**src/rtl/vga_pkg.sv**
```systemverilog
// vga_pkg: 640x480@60 default timing, pixel type and frame-size helpers shared by the scanner blocks
package vga_pkg;
  localparam int H_ACT_DEF  = 640;
  localparam int H_FP_DEF   = 16;
  localparam int H_SYNC_DEF = 96;
  localparam int H_BP_DEF   = 48;
  localparam int V_ACT_DEF  = 480;
  localparam int V_FP_DEF   = 10;
  localparam int V_SYNC_DEF = 2;
  localparam int V_BP_DEF   = 33;
  localparam int WIN_W      = 11;
  typedef struct packed {
    logic [2:0] r;
    logic [2:0] g;
    logic [1:0] b;
  } rgb332_t;
  function automatic int h_total(input int act, input int fp, input int sync, input int bp);
    return act + fp + sync + bp;
  endfunction
  function automatic int v_total(input int act, input int fp, input int sync, input int bp);
    return act + fp + sync + bp;
  endfunction
  function automatic int sel_width(input int n);
    return n > 1 ? $clog2(n) : 1;
  endfunction
endpackage

```
**src/rtl/vga_timing_gen.sv**
```systemverilog
// vga_timing_gen: pixel-strobe divider, h/v counters and raw sync/active/position flags
module vga_timing_gen
  import vga_pkg::*;
#(
  parameter int   CLK_DIV  = 2,
  parameter int   H_ACT    = H_ACT_DEF,
  parameter int   H_FP     = H_FP_DEF,
  parameter int   H_SYNC   = H_SYNC_DEF,
  parameter int   H_BP     = H_BP_DEF,
  parameter int   V_ACT    = V_ACT_DEF,
  parameter int   V_FP     = V_FP_DEF,
  parameter int   V_SYNC   = V_SYNC_DEF,
  parameter int   V_BP     = V_BP_DEF,
  parameter logic SYNC_ACT = 1'b1
) (
  input  logic             clk,
  input  logic             rst_n,
  output logic             pix_en_o,
  output logic             frame_start_o,
  output logic             active_o,
  output logic             h_sync_o,
  output logic             v_sync_o,
  output logic [WIN_W-1:0] x_o,
  output logic [WIN_W-1:0] y_o
);
  localparam int H_TOTAL = h_total(H_ACT, H_FP, H_SYNC, H_BP);
  localparam int V_TOTAL = v_total(V_ACT, V_FP, V_SYNC, V_BP);
  localparam int DIV_W   = CLK_DIV > 1 ? $clog2(CLK_DIV) : 1;
  localparam int HW      = $clog2(H_TOTAL);
  localparam int VW      = $clog2(V_TOTAL);
  localparam int H_OFS   = H_SYNC + H_BP;
  localparam int V_OFS   = V_SYNC + V_BP;
  logic [DIV_W-1:0] div_q, div_d;
  logic [HW-1:0]    h_q, h_d;
  logic [VW-1:0]    v_q, v_d;
  logic             h_wrap;
  always_comb begin
    pix_en_o      = div_q == DIV_W'(CLK_DIV - 1);
    h_wrap        = pix_en_o && h_q == HW'(H_TOTAL - 1);
    div_d         = pix_en_o ? '0 : div_q + 1'b1;
    h_d           = h_wrap ? '0 : pix_en_o ? h_q + 1'b1 : h_q;
    v_d           = !h_wrap ? v_q : v_q == VW'(V_TOTAL - 1) ? '0 : v_q + 1'b1;
    frame_start_o = pix_en_o && h_q == '0 && v_q == '0;
    active_o      = int'(h_q) >= H_OFS && int'(h_q) < H_OFS + H_ACT &&
                    int'(v_q) >= V_OFS && int'(v_q) < V_OFS + V_ACT;
    h_sync_o      = int'(h_q) < H_SYNC ? SYNC_ACT : ~SYNC_ACT;
    v_sync_o      = int'(v_q) < V_SYNC ? SYNC_ACT : ~SYNC_ACT;
    // only meaningful while active_o is high
    x_o           = WIN_W'(int'(h_q) - H_OFS);
    y_o           = WIN_W'(int'(v_q) - V_OFS);
  end
  always_ff @(posedge clk or negedge rst_n) begin
    if (!rst_n) begin
      div_q <= '0;
      h_q   <= '0;
      v_q   <= '0;
    end else begin
      div_q <= div_d;
      h_q   <= h_d;
      v_q   <= v_d;
    end
  end
endmodule

```
**src/rtl/vga_frame_scanner.sv**
```systemverilog
// vga_frame_scanner: VGA timing plus runtime-sized image window scan with incremental fetch address
// and a 2-tick output pipeline that keeps rgb, syncs and blank aligned.
module vga_frame_scanner
  import vga_pkg::*;
#(
  parameter int   CLK_DIV  = 2,
  parameter int   H_ACT    = H_ACT_DEF,
  parameter int   H_FP     = H_FP_DEF,
  parameter int   H_SYNC   = H_SYNC_DEF,
  parameter int   H_BP     = H_BP_DEF,
  parameter int   V_ACT    = V_ACT_DEF,
  parameter int   V_FP     = V_FP_DEF,
  parameter int   V_SYNC   = V_SYNC_DEF,
  parameter int   V_BP     = V_BP_DEF,
  parameter logic SYNC_ACT = 1'b1,
  parameter int   N_SRC    = 2,
  parameter int   ADDR_W   = 20,
  parameter int   PIX_W    = 8,
  localparam int  SEL_W    = sel_width(N_SRC)
) (
  input  logic              clk,
  input  logic              rst_n,
  input  logic [SEL_W-1:0]  src_sel,
  input  logic [WIN_W-1:0]  win_w,
  input  logic [WIN_W-1:0]  win_h,
  input  logic              transpose,
  input  logic [PIX_W-1:0]  mem_rdata,
  output logic              pix_en,
  output logic [ADDR_W-1:0] mem_addr,
  output logic [SEL_W-1:0]  mem_sel,
  output logic              h_sync,
  output logic              v_sync,
  output logic              blank_n,
  output logic              sync_n,
  output logic [PIX_W-1:0]  rgb,
  output logic              frame_start
);
  logic              tick, fs, active, hs_raw, vs_raw, in_win, row_end;
  logic [WIN_W-1:0]  x, y, win_w_q, win_h_q;
  logic [SEL_W-1:0]  sel_q;
  logic              tr_q, in_win_q, hs_q, vs_q, blank_q, h_sync_q, v_sync_q, blank_n_q;
  logic [ADDR_W-1:0] row_base_q, row_base_d, addr_q, addr_d;
  logic [PIX_W-1:0]  rgb_q;
  vga_timing_gen #(
    .CLK_DIV(CLK_DIV), .H_ACT(H_ACT), .H_FP(H_FP), .H_SYNC(H_SYNC), .H_BP(H_BP),
    .V_ACT(V_ACT), .V_FP(V_FP), .V_SYNC(V_SYNC), .V_BP(V_BP), .SYNC_ACT(SYNC_ACT)
  ) u_timing (
    .clk(clk), .rst_n(rst_n), .pix_en_o(tick), .frame_start_o(fs), .active_o(active),
    .h_sync_o(hs_raw), .v_sync_o(vs_raw), .x_o(x), .y_o(y)
  );
  // row_base is the address of the row's first pixel: y*win_w row-major, y transposed
  always_comb begin
    in_win     = active && x < win_w_q && y < win_h_q;
    row_end    = in_win && (x == win_w_q - 1'b1 || x == WIN_W'(H_ACT - 1));
    addr_d     = !in_win ? '0 : x == '0 ? row_base_q : addr_q + (tr_q ? ADDR_W'(win_h_q) : ADDR_W'(1));
    row_base_d = fs ? '0 : row_end ? row_base_q + (tr_q ? ADDR_W'(1) : ADDR_W'(win_w_q)) : row_base_q;
  end
  always_ff @(posedge clk or negedge rst_n) begin
    if (!rst_n) begin
      sel_q      <= '0;
      win_w_q    <= '0;
      win_h_q    <= '0;
      tr_q       <= 1'b0;
      row_base_q <= '0;
      addr_q     <= '0;
      in_win_q   <= 1'b0;
      hs_q       <= ~SYNC_ACT;
      vs_q       <= ~SYNC_ACT;
      blank_q    <= 1'b0;
      rgb_q      <= '0;
      h_sync_q   <= ~SYNC_ACT;
      v_sync_q   <= ~SYNC_ACT;
      blank_n_q  <= 1'b0;
    end else if (tick) begin
      if (fs) begin
        sel_q   <= int'(src_sel) < N_SRC ? src_sel : '0;
        win_w_q <= win_w;
        win_h_q <= win_h;
        tr_q    <= transpose;
      end
      row_base_q <= row_base_d;
      addr_q     <= addr_d;
      in_win_q   <= in_win;
      hs_q       <= hs_raw;
      vs_q       <= vs_raw;
      blank_q    <= active;
      rgb_q      <= in_win_q ? mem_rdata : '0;
      h_sync_q   <= hs_q;
      v_sync_q   <= vs_q;
      blank_n_q  <= blank_q;
    end
  end
  assign pix_en      = tick;
  assign frame_start = fs;
  assign mem_addr    = addr_q;
  assign mem_sel     = sel_q;
  assign rgb         = rgb_q;
  assign h_sync      = h_sync_q;
  assign v_sync      = v_sync_q;
  assign blank_n     = blank_n_q;
  assign sync_n      = 1'b0;
endmodule

```
**config.mk**
```make
export PLATFORM = sky130hd
export DESIGN_NAME = vga_frame_scanner
export DESIGN_NICKNAME = d
export VERILOG_FILES = /design/src/rtl/vga_pkg.sv /design/src/rtl/vga_timing_gen.sv /design/src/rtl/vga_frame_scanner.sv
export SDC_FILE = /design/constraint.sdc
export NUM_CORES = 1
export LEC_CHECK = 0
export CAP_MARGIN = 40
export CORE_ASPECT_RATIO = 0.6
export CORE_MARGIN = 10
export CORE_UTILIZATION = 45
export CTS_CLUSTER_DIAMETER = 100
export DETAILED_ROUTE_END_ITERATION = 10
export PLACE_DENSITY = 0.65
export SETUP_SLACK_MARGIN = 0.5
export SYNTH_ARGS = -nofsm -noshare
export SYNTH_HDL_FRONTEND = slang
export SYNTH_SLANG_ARGS = --single-unit
```
**constraint.sdc**
```tcl
create_clock -name clk -period 9.6 [get_ports clk]
set_input_delay 1.44 -clock clk [delete_from_list [all_inputs] [get_ports clk]]
set_output_delay 1.44 -clock clk [all_outputs]
set_load 0.01 [all_outputs]
```
==> impl_metrics.json <==
{
  "grt_max_degree": 54,
  "final_common_cell": "dfrtp_1",
  "finalCritPeriodShare": 0.552,
  "clock_sinks": 100,
  "worstSetupStartpointType": "flop",
  "ant_nets": 0,
  "vias": 5903,
  "cp-end-kind": "primary output",
  "ys_seq_area_frac": 0.366,
  "crit_type": "flop to primary output",
  "syn_to_final_growth_pct": 16.4,
  "drt-total-wl_mm": 18.9,
  "ctsResizeCount": 0,
  "synth.avg_cell_area_sq_um": 8.72,
  "cts.path.max_buffers": 2,
  "synth_top_area_frac": 0.366,
  "cts_root_buffer": "clkbuf_16",
  "remaining_drc_errors": 0,
  "synth-edff-count": 0,
  "gp_congestion": 0.929,
  "worst_pin_slew_ns": 0.971,
  "drive_gt1_frac": 0.0563,
  "grt_pass1_wl_mm": 30.8,
  "synth_area_sq_um": 6840,
  "io_pins": 69,
  "dieArea_sq_um": 20700,
  "yosys.area.top_type": "dfrtp_1",
  "status": "completed",
  "yosys_warnings": 0,
  "maxCapViolCount": 0,
  "total_power_mw": 0.881,
  "final_hold_viol_count": 0,
  "slew_headroom": 0.349,
  "h-tree-depth": 3,
  "pwr_density_cell_nw_per_um2": 111,
  "synthesis.nets": 873,
  "fin_setup_tns_ns": 0,
  "drtPass1Iterations": 5,
  "critPathMaxFanout": 37,
  "yosys.cell_types.count": 67,
  "fmax_mhz": 189,
  "die_h_microns": 116,
  "hold_buffers": 0,
  "clkLatencyLatePin_ns": 0.35,
  "async_flop_share": 1.00,
  "most-common-layout-cells": "100 x dfrtp_1, 91 x nand2_1, 66 x o21ai_0, 66 x clkdlybuf4s50_1, 61 x nor2_1",
  "ys_ff_latch": 100,
  "slew_viol_final": 0,
  "grt-ovfl-total": 0,
  "crit_family": "buffers and inverters",
  "vias_per_cell": 5.71,
  "ys.flop_type": "dfrtp_1",
  "rsz0062_at_grt": "false",
  "cts_tree": "done",
  "worstPathArrival_ns": 3.86,
  "cts_made_buffers": 9,
  "cpMaxStageDelayCell": "or4_1",
  "worstPathCellList": "buf_4, inv_2, or4_1, or4_1, inv_2, clkdlybuf4s50_1",
  "finish.utilization": 0.542,
  "port_buffers": 67,
  "cts.clk_slew.worst_paths_ns": 0.08,
  "grt_antenna_before_repair": 0,
  "final-instance-count-excl-fill": 1033,
  "final-setup-viol-count": 0,
  "die_w_microns": 179,
  "crit_buf_inv": 4,
  "grt_util_all_layers": 0.185,
  "peakVddDrop_uv": 85.6,
  "rows": 34,
  "hold_ws_ns": 0.510,
  "synthTopCellsByArea": "dfrtp_1 37%, ha_1 9.7%, nand2_1 5.0%",
  "layout_min_cycle_time_ns": 5.30,
  "slowest_delay_ns": 0.87,
  "numPlacedInstances": 1017,
  "crit_required_ns": 8.16,
  "grt_pass1_vias": 5725,
  "synthCells": 784,
  "fin_nets": 919,
  "wire_per_inst_microns": 18.3,
  "hp-class": "flop to flop",
  "dp.final_hpwl_mm": 14.5,
  "drtIter0Drc": 525,
  "p_leak_nw": 3.63,
  "start_util": 0.466,
  "cts_setup_buffers": 0,
  "insertedDiodeCount": 0,
  "core_sq_um": 14700,
  "skew_ns": 0.0106
}
==> flip-flops by register name (all words and copies together) (netlist names), 8 cells and up <==
signal        cells
rgb               8
u_timing.v_q     10
u_timing.h_q     10
row_base_q       20
mem_addr         20
win_h_q          11
win_w_q          11
==> through the flow <==
step | cell area [sq um] | setup WS [ns]
floorplan | 6840 | 5.95
global placement | 7650 | 4.81
detailed placement | 7650 | 4.68
CTS | 7960 | 4.29
global route | 7960 | 4.11
finish | 7960 | 4.30
==> cell usage after synthesis (3+ instances only) <==
library cell and count:
xnor2_1 26, or3_1 3, nor3_1 17, mux2_2 4
o21bai_1 3, o21ai_0 66, a21oi_1 20, a211oi_1 3
nand3_1 21, nand4_1 18, nor2b_1 6, or2_2 4
xor2_1 19, a22oi_1 5, o31ai_1 8, and2_1 15
buf_1 6, inv_1 53, mux2i_1 19, a22o_1 15
nand2_1 91, a31oi_1 8, buf_4 3, o21a_1 5
clkbuf_1 26, and4_1 4, nor4b_1 3, o2bb2ai_1 7
nor4_1 9, ha_1 53, nor2_1 61, o21ai_1 6
and3_1 8, or4_1 7, dfrtp_1 100, a21o_1 10
nand2b_1 12
==> where the power goes <==
group	internal, mW	switching (mW)
clock network	0.207	0.177
registers	0.426	0.00615
logic	0.0299	0.0345
==> layout make-up <==
cell class | count | area, sq um
Fill cell | 1373 | 6720
Sequential cell | 100 | 2500
Timing Repair Buffer | 73 | 713
Inverter | 55 | 206
Clock inverter | 7 | 83.8
Tap cell | 198 | 248
Multi-Input combinational cell | 591 | 3980
Clock buffer | 9 | 225
==> cell families (layout without fill, tap and decap cells) <==
logic type	after synthesis	in the layout	share of synthesized area
adder cells (fa/ha/maj)	55	55	0.103
XOR/XNOR	45	45	0.0576
multiplexers	23	23	0.0344
other	1	1	0.000548
flip-flops	100	100	0.366
AO/OA/AOI/OAI	179	179	0.173
AND/OR/NAND/NOR	288	288	0.212
buffers and inverters	93	144	0.0541
==> layer usage <==
| layer | GRT usage | vias to the layer above | share of wire |
|---|---|---|---|
| met2 | 0.264 | 148 | 0.41 |
| met5 | 0 | - | 0 |
| met3 | 0.0374 | 18 | 0.057 |
| met1 | 0.281 | 2887 | 0.52 |
| li1 | - | 2850 | - |
| met4 | 0.0375 | 0 | 0.0092 |
==> final timing paths <==
path / cells after the start / from / end / slack, ns
max: 6 / u_timing.pix_en_o / frame_start / 4.30
min: 1 / h_sync / h_sync / 0.51
max reg2reg: 11 / u_timing.v_q[0] / row_base_q[2] / 5.06
min reg2reg: 1 / h_sync / h_sync / 0.51
max in group asynchronous: 2 / rst_n / h_sync / 7.38
min in group asynchronous: 1 / rst_n / mem_addr[9] / 1.08
(Power assumes the default switching activity.)
